**src/rtl/rv32ima_pkg.sv**
```systemverilog
// Shared types and constants for the rv32ima core; this slice holds the
// memory-sequencer definitions.
package rv32ima_pkg;

  typedef enum logic [1:0] {
    BYTE = 2'b00,
    HALF = 2'b01,
    WORD = 2'b10
  } mem_width_t;

  typedef enum logic [1:0] {
    IDLE,
    FETCH,
    DATA
  } memseq_state_t;

  localparam int MEMSEQ_TIMEOUT_DEF = 15;

  // The unused encoding 2'b11 is treated as a full word.
  function automatic mem_width_t decode_width(input logic [1:0] code);
    case (code)
      2'b00:   return BYTE;
      2'b01:   return HALF;
      default: return WORD;
    endcase
  endfunction

  function automatic logic is_misaligned(input mem_width_t width, input logic [1:0] lo);
    case (width)
      BYTE:    return 1'b0;
      HALF:    return lo[0];
      default: return lo != 2'b00;
    endcase
  endfunction

endpackage

```
**src/rtl/load_extender.sv**
```systemverilog
// Combinational load alignment: shift the addressed lane down, truncate to the
// access width and sign- or zero-extend.
module load_extender
  import rv32ima_pkg::*;
#(
  parameter int DATA_W = 32
) (
  input  logic [DATA_W-1:0]           rdata,
  input  logic [$clog2(DATA_W/8)-1:0] offset,
  input  mem_width_t                  width,
  input  logic                        is_unsigned,
  output logic [DATA_W-1:0]           data
);

  logic [DATA_W-1:0] shifted;

  assign shifted = rdata >> {offset, 3'b000};

  // Word loads are never sign-extended, even on buses wider than 32 bits.
  always_comb begin
    data = '0;
    case (width)
      BYTE:    data = is_unsigned ? DATA_W'(shifted[7:0])
                                  : {{(DATA_W-8){shifted[7]}}, shifted[7:0]};
      HALF:    data = is_unsigned ? DATA_W'(shifted[15:0])
                                  : {{(DATA_W-16){shifted[15]}}, shifted[15:0]};
      default: data = DATA_W'(shifted[31:0]);
    endcase
  end

endmodule

```
**src/rtl/mem_sequencer.sv**
```systemverilog
// Serialises instruction fetches and data loads/stores onto one memory bus,
// issuing each data access once per fetched instruction.
module mem_sequencer
  import rv32ima_pkg::*;
#(
  parameter int DATA_W  = 32,
  parameter int ADDR_W  = 32,
  parameter int TIMEOUT = MEMSEQ_TIMEOUT_DEF
) (
  input  logic                clk,
  input  logic                rst,
  input  logic                fetch_req,
  input  logic [ADDR_W-1:0]   fetch_addr,
  output logic                fetch_ready,
  output logic [DATA_W-1:0]   fetch_inst,
  input  logic                data_ren,
  input  logic                data_wen,
  input  logic [ADDR_W-1:0]   data_addr,
  input  logic [1:0]          data_width,
  input  logic                data_unsigned,
  input  logic [DATA_W-1:0]   data_store,
  output logic                data_done,
  output logic [DATA_W-1:0]   data_load,
  output logic                data_err,
  output logic [ADDR_W-1:0]   bus_addr,
  output logic                bus_ren,
  output logic                bus_wen,
  output logic [DATA_W/8-1:0] bus_strb,
  output logic [DATA_W-1:0]   bus_wdata,
  input  logic [DATA_W-1:0]   bus_rdata,
  input  logic                bus_hit,
  output logic                busy
);

  localparam int STRB_W = DATA_W / 8;
  localparam int OFF_W  = $clog2(STRB_W);
  localparam int CNT_W  = $clog2(TIMEOUT + 1);

  memseq_state_t    state;
  logic             served;
  logic [CNT_W-1:0] wait_cnt;
  logic [OFF_W-1:0] req_off;
  mem_width_t       req_width;
  logic             req_unsigned;

  mem_width_t        in_width;
  logic [OFF_W-1:0]  in_off;
  logic [STRB_W-1:0] in_strb;
  logic [DATA_W-1:0] in_wdata;
  logic [ADDR_W-1:0] in_word_addr;
  logic [DATA_W-1:0] ext_load;

  assign in_width     = decode_width(data_width);
  assign in_off       = data_addr[OFF_W-1:0];
  assign in_word_addr = {data_addr[ADDR_W-1:OFF_W], {OFF_W{1'b0}}};

  always_comb begin
    in_strb = '0;
    case (in_width)
      BYTE:    in_strb = STRB_W'(1) << in_off;
      HALF:    in_strb = STRB_W'(3) << in_off;
      default: in_strb = STRB_W'(4'hF) << in_off;
    endcase
  end

  // Replicate the right-justified store value into every lane of its width.
  for (genvar gi = 0; gi < STRB_W; gi++) begin : g_lane
    assign in_wdata[gi*8 +: 8] = (in_width == BYTE) ? data_store[7:0] :
                                 (in_width == HALF) ? data_store[(gi%2)*8 +: 8] :
                                                      data_store[(gi%4)*8 +: 8];
  end

  load_extender #(.DATA_W(DATA_W)) u_load_extender (
    .rdata       (bus_rdata),
    .offset      (req_off),
    .width       (req_width),
    .is_unsigned (req_unsigned),
    .data        (ext_load)
  );

  always_ff @(posedge clk) begin
    if (rst) begin
      state        <= IDLE;
      served       <= 1'b0;
      wait_cnt     <= '0;
      req_off      <= '0;
      req_width    <= BYTE;
      req_unsigned <= 1'b0;
      fetch_ready  <= 1'b0;
      fetch_inst   <= '0;
      data_done    <= 1'b0;
      data_load    <= '0;
      data_err     <= 1'b0;
      bus_addr     <= '0;
      bus_ren      <= 1'b0;
      bus_wen      <= 1'b0;
      bus_strb     <= '0;
      bus_wdata    <= '0;
    end else begin
      fetch_ready <= 1'b0;
      data_done   <= 1'b0;
      data_err    <= 1'b0;
      case (state)
        IDLE: begin
          wait_cnt <= '0;
          if ((data_ren || data_wen) && !served) begin
            if (is_misaligned(in_width, data_addr[1:0])) begin
              data_done <= 1'b1;
              data_err  <= 1'b1;
              served    <= 1'b1;
            end else begin
              state        <= DATA;
              bus_addr     <= in_word_addr;
              bus_ren      <= data_ren;
              bus_wen      <= data_wen & ~data_ren;
              bus_strb     <= in_strb;
              bus_wdata    <= data_ren ? '0 : in_wdata;
              req_off      <= in_off;
              req_width    <= in_width;
              req_unsigned <= data_unsigned;
            end
          end else if (fetch_req) begin
            state     <= FETCH;
            bus_addr  <= fetch_addr;
            bus_ren   <= 1'b1;
            bus_wen   <= 1'b0;
            bus_strb  <= '1;
            bus_wdata <= '0;
          end
        end
        default: begin
          // A hit in the cycle the counter would expire still counts as a hit.
          if (bus_hit || wait_cnt == CNT_W'(TIMEOUT - 1)) begin
            state     <= IDLE;
            bus_addr  <= '0;
            bus_ren   <= 1'b0;
            bus_wen   <= 1'b0;
            bus_strb  <= '0;
            bus_wdata <= '0;
            if (state == FETCH) begin
              fetch_ready <= 1'b1;
              fetch_inst  <= bus_hit ? bus_rdata : '0;
              served      <= 1'b0;
            end else begin
              data_done <= 1'b1;
              data_err  <= ~bus_hit;
              served    <= 1'b1;
              if (bus_hit && bus_ren) data_load <= ext_load;
            end
          end else begin
            wait_cnt <= wait_cnt + 1'b1;
          end
        end
      endcase
    end
  end

  assign busy = (state != IDLE);

endmodule

```
**config.mk**
```make
export PLATFORM = sky130hd
export DESIGN_NAME = mem_sequencer
export DESIGN_NICKNAME = d
export VERILOG_FILES = /design/src/rtl/rv32ima_pkg.sv /design/src/rtl/load_extender.sv /design/src/rtl/mem_sequencer.sv
export SDC_FILE = /design/constraint.sdc
export NUM_CORES = 1
export LEC_CHECK = 0
export ABC_AREA = 1
export CORE_MARGIN = 2
export CORE_UTILIZATION = 45
export DETAILED_ROUTE_END_ITERATION = 10
export PLACE_DENSITY = 0.77
export SLEW_MARGIN = 20
export SYNTH_ARGS = -nofsm -noshare
export SYNTH_HDL_FRONTEND = slang
export SYNTH_HIERARCHICAL = 1
export SYNTH_SLANG_ARGS = --single-unit
export TNS_END_PERCENT = 20
```
**constraint.sdc**
```tcl
create_clock -name clk -period 2.15 [get_ports clk]
set_input_delay 0.43 -clock clk [delete_from_list [all_inputs] [get_ports clk]]
set_output_delay 0.43 -clock clk [all_outputs]
set_load 0.1 [all_outputs]
```
==> Word-level counts from Yosys, hierarchy flattened <==
Index checks and enable logic that the tools add are counted.
{ "totals": {"elab_cells": 113, "reg_bits": 149, "out_inout_bits": 138, "input_bits": 137} }
{ "classes": {"n_mux": 57, "eq_ne": 9, "shifts": 4, "addsub": 1, "reduce_logical": 19, "n_bitwise": 7} }
{ "ops": {"columns": ["operator", "count"], "rows": [
  ["2-to-1 mux 32 bit", 13],
  ["one-hot mux 32 bit (2 select lines)", 1],
  ["2-to-1 mux 8 bit", 5],
  [">> shifter 32 x 5 -> 32 bit", 1],
  ["2-to-1 mux 1 bit", 25],
  ["2-to-1 mux 4 bit", 5],
  ["AND reduction 3 bit", 4],
  ["2-to-1 mux 2 bit", 5],
  ["== test 2 x 1 -> 1 bit (second input constant)", 4],
  ["zero test 2 bit", 4],
  ["one-hot mux 4 bit (2 select lines)", 1],
  ["inequality test 3 bit (second input constant)", 2],
  ["inverter 1 bit", 6],
  ["nonzero test 2 bit", 3],
  ["adder 4 x 1 -> 4 bit (second input constant)", 1],
  ["== test 4 bit (second input constant)", 1],
  ["inequality test 2 bit (second input constant)", 2],
  ["one-hot mux 2 bit (2 select lines)", 1],
  ["AND reduction 4 bit", 1],
  ["left shift 1 x 2 -> 4 bit (first input constant)", 1],
  ["left shift 2 x 2 -> 4 bit (first input constant)", 1],
  ["left shift 4 x 2 -> 4 bit (first input constant)", 1],
  ["OR reduction 3 bit", 1],
  ["logical AND 1 bit", 2],
  ["other kinds (5)", 6]
]} }

==> Longest topological paths before layout <==
Gate-level depths: netlist of run 1.
{ "depth": {"word_depth": 10, "depth_mapped": 11, "mapped_depth_nobuf": 10} }

==> Modules after synthesis <==
Netlist of run 1, hierarchy kept.
{ "by_module_without_submodules": {"columns": ["mod", "cells_each", "area_each_um2", "seq_area_each_um2", "instances"], "rows": [
  ["mem_sequencer", 1047, 6741.5, 2982.9, 1],
  ["load_extender", 174, 903.4, 0.0, 1]
]} }

==> Least setup slack after synthesis of run 1 <==
No wires, ideal clock.
{ "synth_path": {"path_kind": "register to register", "startpoint": "reg state[1]", "endpoint": "reg bus_addr[13]", "setup_time_ns": 0.117, "synth_period_minus_slack_ns": 1.925, "stages_incl_launch_ff": 10, "path_buffers": 2, "arrival_ns": 1.808, "path_slack_ns": 0.225, "path_cell_list": "dfxtp_1 > nor2_4 > inv_1 > nand2_1 > nand3_2 > buf_4 > buf_4 > nand3_1 > nand2_1 > nor2_1"} }
{ "synth_via": {"elab_chain_cells": 3, "elab_cells_between_ends": 6, "classes_between": "eq/ne: 2; mux: 1; reduce/logical: 3"} }
{ "synth_lines": {"columns": ["item", "line_no", "rtl"], "rows": [
  ["start: declaration", "mem_sequencer.sv:39", "memseq_state_t state;"],
  ["start signal: assignment", "mem_sequencer.sv:83", "state <= IDLE;"],
  ["start signal: assignment", "mem_sequencer.sv:112", "state <= DATA;"],
  ["start signal: assignment", "mem_sequencer.sv:123", "state <= FETCH;"],
  ["zero test 2 bit (*)", "mem_sequencer.sv:103", "case (state)"],
  ["inequality test 3 bit (no source line) or nonzero test 2 bit (tied branches)", null, null],
  ["AND reduction 3 bit (no source line)", null, null],
  ["end signal: assignment", "mem_sequencer.sv:113", "bus_addr <= in_word_addr;"],
  ["end signal: assignment", "mem_sequencer.sv:124", "bus_addr <= fetch_addr;"],
  ["end: declaration", "mem_sequencer.sv:25", "output logic [ADDR_W-1:0] bus_addr,"]
]} }
Every way passes the cells marked *; elsewhere a longest branch is shown, timed or not.
A chain may end at the register's enable or synchronous reset.

==> Worst setup path after layout of run 1 <==
{ "layout_path": {"startpoint": "reg state[1]", "endpoint": "reg bus_addr[12]"} }
Same word-level chain as after synthesis.

==> tab_implementation.tex, run 1 <==
\begin{tabular}{lr}
\hline
Metric & Value \\
\hline
\multicolumn{2}{l}{\textbf{Status}} \\
\quad Result of the run & finished clean \\
\multicolumn{2}{l}{\textbf{Run}} \\
\quad Max-capacitance violation count & 0 \\
\multicolumn{2}{l}{\textbf{Power and ir drop}} \\
\quad Total design power & 11.78 mW \\
\quad Power share of the clock group & 0.254 \\
\quad PwrDens & 1088 mW/mm2 \\
\quad Sw Pwr & 5.455 mW \\
\quad Combinational share of power & 0.462 \\
\quad Register share of total power & 0.284 \\
\quad Total leakage power & 5.309 nW \\
\quad Int Pwr & between 6 and 7 mW \\
\quad Worst-case vdd ir drop & 0.9849 mV \\
\quad Switching power as a share of total power & 0.4630 \\
\multicolumn{2}{l}{\textbf{Yosys}} \\
\quad Synth async-reset ratio & 0 \\
\quad Mean instance size in the synthesized netlist & roughly 6.3 um2 \\
\quad Count of different cell masters after synthesis & 29 \\
\quad Predominant post-synthesis flop cell & sky130\_fd\_sc\_hd\_\_dfxtp\_1 \\
\quad Library cell occupying the most area in the post-synthesis netlist & sky130\_fd\_sc\_hd\_\_dfxtp\_1 \\
\quad Part of the Yosys area used for sequential elements & 0.3902 \\
\quad Most common cell in the netlist & sky130\_fd\_sc\_hd\_\_nand2\_1 \\
\quad Synth warn & 6 \\
\quad Area share of the largest cell type after synthesis & 0.3902 \\
\quad Count of flip-flops with a built-in enable after synthesis & 0 \\
\quad Synth Register Bits & $\sim$150 \\
\quad Leading post-synthesis cells by instance count & sky130\_fd\_sc\_hd\_\_nand2\_1, sky130\_fd\_sc\_hd\_\_nor2\_1, sky130\_fd\_sc\_hd\_\_dfxtp\_1 \\
\quad Net count of the mapped netlist & approximately 1400 \\
\quad Top area cells in the synthesized netlist & sky130\_fd\_sc\_hd\_\_dfxtp\_1, sky130\_fd\_sc\_hd\_\_nand2\_1, sky130\_fd\_sc\_hd\_\_nor2\_1 \\
\quad Cell count after synthesis & between 1000 and 1500 \\
\quad Post-synthesis cell area & approximately 0.0076 mm2 \\
\multicolumn{2}{l}{\textbf{Placed design}} \\
\quad Number of buffer cells added on primary ports & 274 \\
\quad Routability cong. & 0.8640 \\
\quad Post-Place Cell Area & 0.01024 mm2 \\
\quad Post-Place Setup Slack & -0.09963 ns \\
\quad Total half-perimeter wirelength after legalization and detailed placement & around 18 mm \\
\multicolumn{2}{l}{\textbf{Critical path}} \\
\quad Most numerous cell on the critical path & sky130\_fd\_sc\_hd\_\_nor2\_1 \\
\quad Maximum cell stage delay along the critical path & 0.54 ns \\
\quad Crit path launch type & flop \\
\quad Launching point of the worst reg2reg path & state[1] \\
\quad RR Endpoint & bus\_addr[12] \\
\quad Standard cell with the maximum stage delay on the critical path & sky130\_fd\_sc\_hd\_\_inv\_2 \\
\quad Critical Path, Cell by Cell & nor2\_4 -> inv\_1 -> nand2\_1 -> nand3\_2 -> nand2\_2 -> inv\_2 -> nor2\_1 -> nor2\_1 \\
\quad Required time at the worst-slack endpoint & 2.52 ns \\
\quad Register-to-Register Path Depth & 8 \\
\quad Largest driver fanout on the critical path & 41 \\
\quad Path type of the worst setup path & reg -> reg \\
\quad Arrival time of data at the critical path endpoint & 2.21 ns \\
\quad Reg-to-reg setup timing slack & 0.31 ns \\
\quad Critical Path Sink Type & flop \\
\multicolumn{2}{l}{\textbf{STA}} \\
\quad Final slew viol count & 0 \\
\quad Worst Max-Slew Pin Slew & 0.7286 ns \\
\quad Setup repair after global routing missed its margin & false \\
\quad Fmax & 0.5428 GHz \\
\quad Share of the clock period used by the worst path after layout & 0.8569 \\
\quad Worst slew margin & 0.5136 \\
\quad Final Critical Period & roughly 1.8 ns \\
\quad Total negative slack & 0 ns \\
\quad Endpoints failing hold & 0 \\
\quad Setup-violating endpoint count in the final report & 0 \\
\quad Max Clock Skew & 0.01040 ns \\
\quad Post-route worst setup slack & 0.3077 ns \\
\multicolumn{2}{l}{\textbf{Clock tree}} \\
\quad TritonCTS sink count & 149 \\
\quad Clk Tree Root Cell & sky130\_fd\_sc\_hd\_\_clkbuf\_16 \\
\quad Worst-case clock buffer depth & 2 \\
\quad Clock-pin slew reported for the worst setup and hold paths after clock tree synthesis & 0.06 ns \\
\quad CTS-repair resized insts & 0 \\
\quad Cts-stage hold buffer count & 0 \\
\quad TritonCTS Buffers & 17 \\
\quad Number of buffers inserted to repair setup after CTS & 0 \\
\quad Number of levels in the clock H-tree & 4 \\
\quad CTS tree & yes \\
\quad Clk\_lat worst skew & 0.43 ns \\
\multicolumn{2}{l}{\textbf{Die}} \\
\quad Die area & about 0.018 mm2 \\
\quad Standard-cell row count & between 40 and 50 \\
\quad Total I/O pin count & 275 \\
\quad Core region area & around 0.017 mm2 \\
\quad Initial cell density of the core & 0.4610 \\
\quad Die W & 134.3 um \\
\quad Die span in y & roughly 130 um \\
\multicolumn{2}{l}{\textbf{Routing}} \\
\quad DR DRC count & 0 \\
\quad Starting DRT DRC Count & between 600 and 700 \\
\quad Final wirelength & 24.46 mm \\
\quad Total via count after detailed routing & about 8400 \\
\quad Via count normalized by instance count & 4.914 \\
\quad Number of antenna-violating nets in the routed design & 0 \\
\quad Per-cell routed wire length & approximately 14 um \\
\quad Number of optimization iterations in the first detailed-route pass & 8 \\
\multicolumn{2}{l}{\textbf{Global route}} \\
\quad Overflow left after global routing & 0 \\
\quad Antenna violations before repair & 0 \\
\quad Global-route wire length before repair & 38.26 mm \\
\quad All-Layer GR Usage & 0.2650 \\
\quad Maximum number of pins on one net before global-route repair & 50 \\
\quad Via count of the first global-routing pass & 7438 \\
\multicolumn{2}{l}{\textbf{Cells and area}} \\
\quad Area growth from synthesis to final layout & 41.69\% \\
\quad Net count, final & 1608 \\
\quad Post-Route Utilization & 0.6532 \\
\quad Final instance area & 0.01083 mm2 \\
\quad Share of post-route cells with drive strength above 1 & 0.1640 \\
\quad Number of fill cells & 1508 \\
\multicolumn{2}{l}{\textbf{Worst hold path}} \\
\quad Number of stages on the worst hold path & 2 \\
\quad Endpoint, Worst Hold & data\_load[1] \\
\quad Startpoint of the lowest-slack hold path & data\_load[1] \\
\quad Type of the worst min-delay path & reg -> reg \\
\hline
\end{tabular}
## metrics by stage
| step | cells | hold WS [ns] |
|---|---|---|
| 2_1_floorplan | 1221 | 0.4758 |
| 3_3_place_gp | 1670 | 0.4324 |
| 3_5_place_dp | 1670 | 0.4381 |
| 4_1_cts | 1702 | 0.4473 |
| 5_1_grt | 1702 | 0.4611 |
| 6_report | 1703 | 0.4449 |
## worst max-delay path, delay by kind of cell, from the launching register on
kind | cells | cell delay (ns)
buffers and inverters | 2 | 0.73
AND/OR/NAND/NOR | 6 | 0.60
flip-flops | 1 | 0.43
## final cells by class
type                    instances  area (um2)  share of cell area
well taps                     220       275.3             0.02541
clock buffers                  19       432.9             0.03997
inverters                     106       397.9             0.03673
diodes                          1       2.502           0.0002310
multi-input cells             888        3842              0.3547
clock inverters                13       157.7             0.01455
repair buffers                307        2740              0.2530
flip-flops and latches        149        2983              0.2754
## state kept, by name, summed over array words and instances, names as in the netlist
register / cells
state: 2
req_unsigned: 1
bus_ren: 1
fetch_ready: 1
wait_cnt: 4
data_load: 32
fetch_inst: 32
data_err: 1
data_done: 1
served: 1
bus_strb: 4
bus_addr: 32
req_off: 2
bus_wdata: 32
bus_wen: 1
req_width: 2
## worst max-delay path by stage
stage,startpoint,to,cells past startpoint
after floorplan,state[1],bus_addr[13],9
after global placement,data_ren,bus_wdata[16],9
after detailed placement,data_ren,bus_strb[3],9
after CTS,state[1],busy,3
after global routing,state[1],bus_addr[22],8
final,state[1],bus_addr[12],8
## logic make-up after synthesis
group	share of synthesized area
compound gates	0.09656
flops	0.3902
fa+ha+maj	0.003273
buf+inv	0.1082
simple gates	0.4007
xor+xnor	0.001146
## power by group through the flow
stage	combinational, mW	clock (mW)	sequential (mW)
finish	5.44	3.00	3.34
global route	5.80	3.18	3.38
CTS	5.44	3.05	3.34
detailed placement	5.43	0	3.39
global placement	5.40	0	3.39
floorplan	1.86	0	5.70
## per-layer routing
metal / global-route usage / wire [um] / up-vias
met3: 0.06689 / 1687 / 33
met2: 0.4340 / 11870 / 291
met5: 0 / 0 / -
met4: 0.08947 / 435 / 0
met1: 0.3409 / 10470 / 3782
li1: - / - / 4262
## placed cells by master (no fill, tap or decap), types with 52 or more instances in the layout
| cell type | synthesis | layout |
|---|---|---|
| sky130_fd_sc_hd__buf_4 | 6 | 163 |
| sky130_fd_sc_hd__nand2_1 | 464 | 464 |
| sky130_fd_sc_hd__dfxtp_1 | 149 | 149 |
| sky130_fd_sc_hd__clkdlybuf4s50_1 | 0 | 135 |
| sky130_fd_sc_hd__nand3_1 | 84 | 83 |
| sky130_fd_sc_hd__o21ai_0 | 52 | 52 |
| sky130_fd_sc_hd__inv_1 | 96 | 96 |
| sky130_fd_sc_hd__a21oi_1 | 88 | 88 |
| sky130_fd_sc_hd__nor2_1 | 159 | 158 |
Power figures use the tool's default switching activity.
==> run 2: changes to the inputs <==
REMOVE_ABC_BUFFERS = 1   (was default)
==> run 2 against run 1 <==
Sequential share of layout area down 0.19 points. First-iteration DRC count decreased by 19%. Routed wire length decreased by 3.6%. Clock power is 3% lower. Die area stayed put. Combinational power grew 0.9%. Highest routed layer unchanged.
==> tab_implementation.tex, run 2 (same netlist as run 1, synthesis figures left out) <==
\begin{tabular}{lr}
\hline
Metric & Value \\
\hline
\multicolumn{2}{l}{\textbf{Global route}} \\
\quad Global-route wire length before repair & 37.63 mm (-1.6\%) \\
\quad Via count of the first global-routing pass & 7576 (+1.9\%) \\
\quad Overflow left after global routing & 0 (unchanged) \\
\quad All-Layer GR Usage & 0.2583 (-0.006716) \\
\quad Antenna violations before repair & 0 (unchanged) \\
\quad Maximum number of pins on one net before global-route repair & 65 (+30\%) \\
\multicolumn{2}{l}{\textbf{Routing}} \\
\quad Wire length on met3 & 1.740 mm (+3.1\%) \\
\quad DR DRC count & 0 (unchanged) \\
\quad Via count normalized by instance count & 4.886 (-0.57\%) \\
\quad Final wirelength & 23.58 mm (-3.6\%) \\
\quad Starting DRT DRC Count & 501 (-19\%) \\
\quad Met2 Wirelength & 11.33 mm (-4.5\%) \\
\quad Total via count after detailed routing & 8345 (-0.27\%) \\
\quad Number of optimization iterations in the first detailed-route pass & 5 (-3) \\
\quad Number of antenna-violating nets in the routed design & 0 (unchanged) \\
\quad Detailed-route wire length on metal 1 & 9.910 mm (-5.4\%) \\
\quad Per-cell routed wire length & 13.80 um (-3.9\%) \\
\quad Top layer in use & met4 \\
\multicolumn{2}{l}{\textbf{Die}} \\
\quad Core region area & 0.01658 mm2 (unchanged) \\
\quad Die W & 134.3 um (unchanged) \\
\quad Total I/O pin count & 275 (unchanged) \\
\quad Die span in y & 134.3 um (unchanged) \\
\quad Standard-cell row count & 47 (unchanged) \\
\quad Die area & 0.01805 mm2 (unchanged) \\
\quad Initial cell density of the core & 0.4610 (unchanged) \\
\multicolumn{2}{l}{\textbf{Clock tree}} \\
\quad TritonCTS sink count & 149 (unchanged) \\
\quad Clk Tree Root Cell & sky130\_fd\_sc\_hd\_\_clkbuf\_16 \\
\quad Worst-case clock buffer depth & 2 (unchanged) \\
\quad TritonCTS Buffers & 17 (unchanged) \\
\quad CTS-repair resized insts & 0 (unchanged) \\
\quad CTS tree & yes \\
\quad Number of buffers inserted to repair setup after CTS & 0 (unchanged) \\
\quad Number of levels in the clock H-tree & 4 (unchanged) \\
\quad Clock-pin slew reported for the worst setup and hold paths after clock tree synthesis & 0.06 ns (about the same) \\
\quad Clk\_lat worst skew & 0.42 ns (about the same) \\
\quad Cts-stage hold buffer count & 0 (unchanged) \\
\multicolumn{2}{l}{\textbf{STA}} \\
\quad Endpoints failing hold & 0 (unchanged) \\
\quad Total negative slack & 0 ns (unchanged) \\
\quad Post-route worst setup slack & 0.3045 ns (-0.003228 ns) \\
\quad Setup-violating endpoint count in the final report & 0 (unchanged) \\
\quad Worst Max-Slew Pin Slew & 0.7425 ns (+0.01391 ns) \\
\quad Setup repair after global routing missed its margin & false \\
\quad Hold Worst Slack & 0.4428 ns (-0.002143 ns) \\
\quad Fmax & 0.5419 GHz (-0.17\%) \\
\quad Max Clock Skew & 0.007466 ns (-0.002938 ns) \\
\quad Share of the clock period used by the worst path after layout & 0.8584 (+0.001501) \\
\quad Worst slew margin & 0.5050 (-0.008568) \\
\quad Final slew viol count & 0 (unchanged) \\
\quad Final Critical Period & 1.845 ns (+0.003228 ns) \\
\multicolumn{2}{l}{\textbf{Critical path}} \\
\quad Crit path launch type & primary input \\
\quad Top delay family on crit path & buffers and inverters \\
\quad Standard cell with the maximum stage delay on the critical path & sky130\_fd\_sc\_hd\_\_inv\_2 \\
\quad Largest driver fanout on the critical path & 41 (unchanged) \\
\quad Setup crit start & data\_ren \\
\quad Maximum cell stage delay along the critical path & 0.53 ns (about the same) \\
\quad Arrival time of data at the critical path endpoint & 2.20 ns (about the same) \\
\quad Critical Path, Cell by Cell & clkdlybuf4s50\_1 -> inv\_2 -> nand2\_1 -> nand3\_4 -> nand3\_2 -> nand2\_2 -> inv\_2 -> nor2\_1 -> nor2\_1 \\
\quad Critical Path Sink Type & flop \\
\quad Launching point of the worst reg2reg path & state[1] \\
\quad Path type of the worst setup path & in -> reg \\
\quad CP bufs+invs & 3 (+1) \\
\quad Required time at the worst-slack endpoint & 2.51 ns (about the same) \\
\multicolumn{2}{l}{\textbf{Placed design}} \\
\quad Post-Place Setup Slack & -0.09309 ns (+0.006548 ns) \\
\quad Number of buffer cells added on primary ports & 274 (unchanged) \\
\quad Routability cong. & 0.8476 (-1.9\%) \\
\quad Total half-perimeter wirelength after legalization and detailed placement & 16.71 mm (-5.1\%) \\
\multicolumn{2}{l}{\textbf{Power and ir drop}} \\
\quad Switching power as a share of total power & 0.4604 (-0.002598) \\
\quad Worst-case vdd ir drop & 0.8522 mV (-13\%) \\
\quad Sw Pwr & 5.411 mW (-0.82\%) \\
\quad Power share of the clock group & 0.249 (-0.005) \\
\quad PwrDens & 1078 mW/mm2 (-0.93\%) \\
\quad Total leakage power & 5.359 nW (+0.94\%) \\
\quad Register share of total power & 0.284 (about the same) \\
\quad Combinational share of power & 0.468 (+0.006) \\
\quad Int Pwr & 6.341 mW (+0.22\%) \\
\multicolumn{2}{l}{\textbf{Cells and area}} \\
\quad Most common cell after layout, fill and taps aside & sky130\_fd\_sc\_hd\_\_nand2\_1 \\
\quad Number of fill cells & 1542 (+2.3\%) \\
\quad Diode count & 0 (-1) \\
\quad Net count, final & 1615 (+0.44\%) \\
\quad Commonest cells after routing, fill and taps aside & sky130\_fd\_sc\_hd\_\_nand2\_1, sky130\_fd\_sc\_hd\_\_buf\_4, sky130\_fd\_sc\_hd\_\_nor2\_1 \\
\quad Share of post-route cells with drive strength above 1 & 0.1673 (+0.003371) \\
\quad Area growth from synthesis to final layout & 42.65\% \\
\multicolumn{2}{l}{\textbf{Status}} \\
\quad Result of the run & finished clean \\
\multicolumn{2}{l}{\textbf{Run}} \\
\quad Max-capacitance violation count & 0 (unchanged) \\
\multicolumn{2}{l}{\textbf{Worst hold path}} \\
\quad Type of the worst min-delay path & reg -> reg \\
\quad Startpoint of the lowest-slack hold path & data\_load[3] \\
\hline
\end{tabular}
-- run 2: tightest hold or removal path: cells and delay by family, from the launching register on --
family                 cells  cell delay (ns)
buffers and inverters      1             0.05
AOI/OAI and AO/OA          1             0.05
DFF                        1             0.30
-- run 2: final timing paths --
check	end	slack [ns]	cells after the start
hold / removal	data_load[3]	0.44	2
setup reg to reg	bus_addr[31]	0.33	8
setup / recovery	bus_addr[31]	0.30	9
hold reg to reg	data_load[3]	0.44	2
-- run 2: final cells by class --
class                           instances  area, um2  area share
Clock buffer                           22      474.2     0.04348
Clock inverter                          9      102.6    0.009408
Inverter                              106      397.9     0.03648
Multi-Input combinational cell        888       3842      0.3523
Sequential cell                       149       2983      0.2735
Tap cell                              220      275.3     0.02524
Timing Repair Buffer                  314       2830      0.2595
-- run 2: per-stage QoR --
stage	total power, mW	std cells	cell area (um2)	util
3_3_place_gp	8.840	1677	10330	0.6228
3_5_place_dp	8.876	1677	10330	0.6228
6_report	11.75	1708	10910	0.6576
2_1_floorplan	7.332	1143	7216	-
5_1_grt	12.32	1708	10910	0.6576
4_1_cts	11.82	1708	10910	0.6576
-- run 2: routing by layer --
metal	up-vias	track usage
li1	4278	-
met1	3722	0.3229
met2	304	0.4340
met3	41	0.06576
met4	0	0.08713
met5	-	0
-- run 2: power by group through the flow --
stage / sequential [mW] / combinational [mW] / clock (mW)
floorplan: 5.73 / 1.61 / 0
finish: 3.33 / 5.49 / 2.92
global placement: 3.38 / 5.46 / 0
detailed placement: 3.38 / 5.49 / 0
CTS: 3.33 / 5.51 / 2.97
global route: 3.37 / 5.88 / 3.07
==> run 3: changes to the inputs <==
CORE_UTILIZATION = 44   (was 45)
MAX_ROUTING_LAYER = met4   (was default)
SETUP_SLACK_MARGIN = 0.1   (was default)
SYNTH_HIERARCHICAL = default   (was 1)
==> run 3 against run 2 <==
Global-route usage is 1.6 points higher. Register-to-register slack better by 0.15 ns. Routed wire length is 0.69% lower. Die area is 4.2% lower. Total power is 7.5% lower. Largest cell class unchanged.
==> tab_implementation.tex, run 3 <==
\begin{tabular}{lr}
\hline
Metric & Value \\
\hline
\multicolumn{2}{l}{\textbf{Global route}} \\
\quad Maximum number of pins on one net before global-route repair & 77 (+18\%) \\
\quad Overflow left after global routing & 0 (unchanged) \\
\quad Antenna violations before repair & 0 (unchanged) \\
\quad Via count of the first global-routing pass & 7410 (-2.2\%) \\
\quad GR Layer Usage met3 & 0.07446 (+0.008700) \\
\quad All-Layer GR Usage & 0.2745 (+0.01625) \\
\quad Most utilized layer in the global route result & met2 \\
\quad Global-route wire length before repair & 37.58 mm (-0.15\%) \\
\quad Met2 GRT Util & 0.4424 (+0.008451) \\
\quad GR met1 Demand/Resource & 0.3331 (+0.01018) \\
\multicolumn{2}{l}{\textbf{Clock tree}} \\
\quad TritonCTS Buffers & 17 (unchanged) \\
\quad Clk Tree Root Cell & sky130\_fd\_sc\_hd\_\_clkbuf\_16 \\
\quad Clock-pin slew reported for the worst setup and hold paths after clock tree synthesis & 0.06 ns (about the same) \\
\quad Number of levels in the clock H-tree & 4 (unchanged) \\
\quad CTS tree & yes \\
\quad TritonCTS sink count & 149 (unchanged) \\
\quad CTS-repair resized insts & 0 (unchanged) \\
\quad Clk\_lat worst skew & 0.42 ns (about the same) \\
\quad Worst-case clock buffer depth & 2 (unchanged) \\
\multicolumn{2}{l}{\textbf{Placed design}} \\
\quad Post-Place Cell Area & 0.009878 mm2 (-4.4\%) \\
\quad Number of buffer cells added on primary ports & 274 (unchanged) \\
\quad Routability cong. & 0.8572 (+1.1\%) \\
\quad Placed cell count & 1549 (-7.6\%) \\
\quad Total half-perimeter wirelength after legalization and detailed placement & 16.79 mm (+0.48\%) \\
\multicolumn{2}{l}{\textbf{Cells and area}} \\
\quad Area taken by flip-flops and latches & 0.002983 mm2 (unchanged) \\
\quad Share of post-route cells with drive strength above 1 & 0.1641 (-0.003236) \\
\quad Area growth from synthesis to final layout & 46.06\% \\
\quad Commonest cells after routing, fill and taps aside & sky130\_fd\_sc\_hd\_\_nand2\_1, sky130\_fd\_sc\_hd\_\_buf\_4, sky130\_fd\_sc\_hd\_\_dfxtp\_1 \\
\quad Post-Route Utilization & 0.6577 (about the same) \\
\quad Most common cell after layout, fill and taps aside & sky130\_fd\_sc\_hd\_\_nand2\_1 \\
\quad Number of fill cells & 1449 (-6.0\%) \\
\quad Non-filler instance count after layout & 1581 (-7.4\%) \\
\quad Multi-input combinational cell area & 0.003561 mm2 (-7.3\%) \\
\quad Diode count & 0 (unchanged) \\
\quad Net count, final & 1492 (-7.6\%) \\
\quad Final instance area & 0.01045 mm2 (-4.2\%) \\
\multicolumn{2}{l}{\textbf{Routing}} \\
\quad Number of antenna-violating nets in the routed design & 0 (unchanged) \\
\quad Via count normalized by instance count & 5.108 (+4.6\%) \\
\quad Number of optimization iterations in the first detailed-route pass & 5 (unchanged) \\
\quad Starting DRT DRC Count & 542 (+8.2\%) \\
\quad Final wirelength & 23.41 mm (-0.69\%) \\
\quad Per-cell routed wire length & 14.81 um (+7.3\%) \\
\quad Total via count after detailed routing & 8076 (-3.2\%) \\
\quad DR DRC count & 0 (unchanged) \\
\multicolumn{2}{l}{\textbf{Die}} \\
\quad Total I/O pin count & 275 (unchanged) \\
\quad Die area & 0.01729 mm2 (-4.2\%) \\
\quad Die W & 131.5 um (-2.1\%) \\
\quad Standard-cell row count & 46 (-2.1\%) \\
\quad Die span in y & 131.5 um (-2.1\%) \\
\quad Initial cell density of the core & 0.4503 (-0.01069) \\
\quad Core region area & 0.01589 mm2 (-4.2\%) \\
\multicolumn{2}{l}{\textbf{Yosys}} \\
\quad Predominant post-synthesis flop cell & sky130\_fd\_sc\_hd\_\_dfxtp\_1 \\
\quad Count of different cell masters after synthesis & 30 (+3.4\%) \\
\quad Area share of the largest cell type after synthesis & 0.4170 (+0.02682) \\
\quad Synth async-reset ratio & 0 (unchanged) \\
\quad Top area cells in the synthesized netlist & sky130\_fd\_sc\_hd\_\_dfxtp\_1, sky130\_fd\_sc\_hd\_\_nand2\_1, sky130\_fd\_sc\_hd\_\_a21oi\_1 \\
\quad Cell count after synthesis & 1094 (-10\%) \\
\quad Count of flip-flops with a built-in enable after synthesis & 0 (unchanged) \\
\quad Part of the Yosys area used for sequential elements & 0.4170 (+0.02682) \\
\quad Synth Register Bits & 149 (unchanged) \\
\quad Mean instance size in the synthesized netlist & 6.538 um2 (+4.4\%) \\
\quad Post-synthesis cell area & 0.007153 mm2 (-6.4\%) \\
\quad Leading post-synthesis cells by instance count & sky130\_fd\_sc\_hd\_\_nand2\_1, sky130\_fd\_sc\_hd\_\_dfxtp\_1, sky130\_fd\_sc\_hd\_\_a21oi\_1 \\
\quad Synth warn & 0 (-6) \\
\quad Library cell occupying the most area in the post-synthesis netlist & sky130\_fd\_sc\_hd\_\_dfxtp\_1 \\
\quad Most common cell in the netlist & sky130\_fd\_sc\_hd\_\_nand2\_1 \\
\multicolumn{2}{l}{\textbf{Power and ir drop}} \\
\quad Worst-case vdd ir drop & 0.8764 mV (+2.8\%) \\
\quad Combinational share of power & 0.439 (-0.029) \\
\quad Int Pwr & 5.996 mW (-5.5\%) \\
\quad PwrDens & 1041 mW/mm2 (-3.4\%) \\
\quad Register share of total power & 0.301 (+0.017) \\
\quad Switching power as a share of total power & 0.4486 (-0.01183) \\
\quad Total design power & 10.87 mW (-7.5\%) \\
\quad Total leakage power & 4.987 nW (-7.0\%) \\
\quad Sw Pwr & 4.877 mW (-9.9\%) \\
\quad Power share of the clock group & 0.259 (+0.010) \\
\multicolumn{2}{l}{\textbf{STA}} \\
\quad Setup-violating endpoint count in the final report & 0 (unchanged) \\
\quad Endpoints failing hold & 0 (unchanged) \\
\quad Worst slew margin & 0.3260 (-0.1790) \\
\quad Final slew viol count & 0 (unchanged) \\
\quad Total negative slack & 0 ns (unchanged) \\
\quad Fmax & 0.5403 GHz (-0.28\%) \\
\quad Worst Max-Slew Pin Slew & 1.007 ns (+0.2647 ns) \\
\quad Setup repair after global routing missed its margin & false \\
\quad Final Critical Period & 1.851 ns (+0.005178 ns) \\
\quad Share of the clock period used by the worst path after layout & 0.8608 (+0.002408) \\
\quad Max Clock Skew & 0.005546 ns (-0.001920 ns) \\
\multicolumn{2}{l}{\textbf{Run}} \\
\quad Max-capacitance violation count & 0 (unchanged) \\
\multicolumn{2}{l}{\textbf{Critical path}} \\
\quad Critical Path Sink Type & output port \\
\quad Required time at the worst-slack endpoint & 1.72 ns (-0.79 ns) \\
\quad Maximum cell stage delay along the critical path & 0.41 ns (-0.12 ns) \\
\quad Critical Path, Cell by Cell & nor2\_4 -> inv\_2 -> buf\_4 -> buf\_12 \\
\quad Crit path launch type & flop \\
\quad Largest driver fanout on the critical path & 15 (-63\%) \\
\quad Arrival time of data at the critical path endpoint & 1.42 ns (-0.78 ns) \\
\quad Path type of the worst setup path & reg -> out \\
\quad Standard cell with the maximum stage delay on the critical path & sky130\_fd\_sc\_hd\_\_dfxtp\_1 \\
\multicolumn{2}{l}{\textbf{Status}} \\
\quad Result of the run & finished clean \\
\multicolumn{2}{l}{\textbf{Worst hold path}} \\
\quad Type of the worst min-delay path & reg -> reg \\
\hline
\end{tabular}
[run 3: changes by cell type in the layout (fill, tap and decap cells not counted), moves of 6 or more]
cell | before | now
sky130_fd_sc_hd__nand2_1 | 464 | 403
sky130_fd_sc_hd__nand3_1 | 83 | 89
sky130_fd_sc_hd__nand3_2 | 17 | 0
sky130_fd_sc_hd__nor2_1 | 158 | 96
sky130_fd_sc_hd__o21ai_0 | 52 | 20
sky130_fd_sc_hd__nand4_1 | 2 | 19
sky130_fd_sc_hd__o21a_1 | 0 | 23
sky130_fd_sc_hd__a21oi_1 | 88 | 107
sky130_fd_sc_hd__o31ai_1 | 1 | 7
sky130_fd_sc_hd__o211ai_1 | 1 | 10
sky130_fd_sc_hd__inv_1 | 96 | 65
sky130_fd_sc_hd__a31oi_1 | 0 | 9
[run 3: cells by family (layout without fill, tap and decap cells)]
| kind of cell | Yosys count | count (layout) | share of synthesized area |
|---|---|---|---|
| adders and majority gates | 2 | 2 | 0.003498 |
| xor gates and xnor gates | 1 | 1 | 0.001225 |
| and+or+nand+nor | 618 | 618 | 0.3526 |
| DFF | 149 | 149 | 0.4170 |
| AOI/OAI and AO/OA | 177 | 177 | 0.1398 |
| buffers and inverters | 147 | 418 | 0.08588 |
[run 3: power groups by stage]
stage | logic (mW) | clock network, mW | registers, mW
final | 4.78 | 2.82 | 3.27
after floorplan | 1.28 | 0 | 5.39
after global placement | 4.74 | 0 | 3.32
after detailed placement | 4.77 | 0 | 3.33
after CTS | 4.78 | 2.87 | 3.28
after global routing | 5.08 | 2.99 | 3.31
[run 3: area by class of cell]
cell class | count | share of cell area
well taps | 216 | 0.02587
flip-flops and latches | 149 | 0.2855
repair buffers | 315 | 0.2680
multi-input cells | 798 | 0.3408
clock buffers | 22 | 0.04635
inverters | 72 | 0.02599
clock inverters | 9 | 0.007425
[run 3: final timing paths]
check,start,end,slack [ns],depth (start not counted)
min,bus_addr[23],bus_addr[23],0.46,2
max reg2reg,req_off[1],data_load[28],0.48,5
max,state[0],busy,0.30,4
min reg2reg,bus_addr[23],bus_addr[23],0.46,2
[run 3: repair_timing]
| action | CTS | global route |
|---|---|---|
| buffers inserted | 0 | 1 |
| hold buffers | 0 | 0 |
| setup endpoints to repair | 0 | 1 |
[run 3: stage by stage]
step / hold WS, ns / worst slack, ns
after detailed placement: 0.4530 / -0.02134
after floorplan: 0.4461 / -1.148
after CTS: 0.4627 / 0.1287
after global placement: 0.4489 / 0.06707
after global routing: 0.4786 / 0.2265
final: 0.4595 / 0.2993
[run 3: critical path: cells and delay by family, from the launching register on]
family / cells / cell delay, ns
buffers and inverters: 3 / 0.51
flip-flops: 1 / 0.41
AND/OR/NAND/NOR: 1 / 0.07
[run 3: layer usage]
metal	up-vias	wire [um]
met5	-	0
met4	0	598
met3	43	2148
met2	327	11060
met1	3680	9605
li1	4026	-
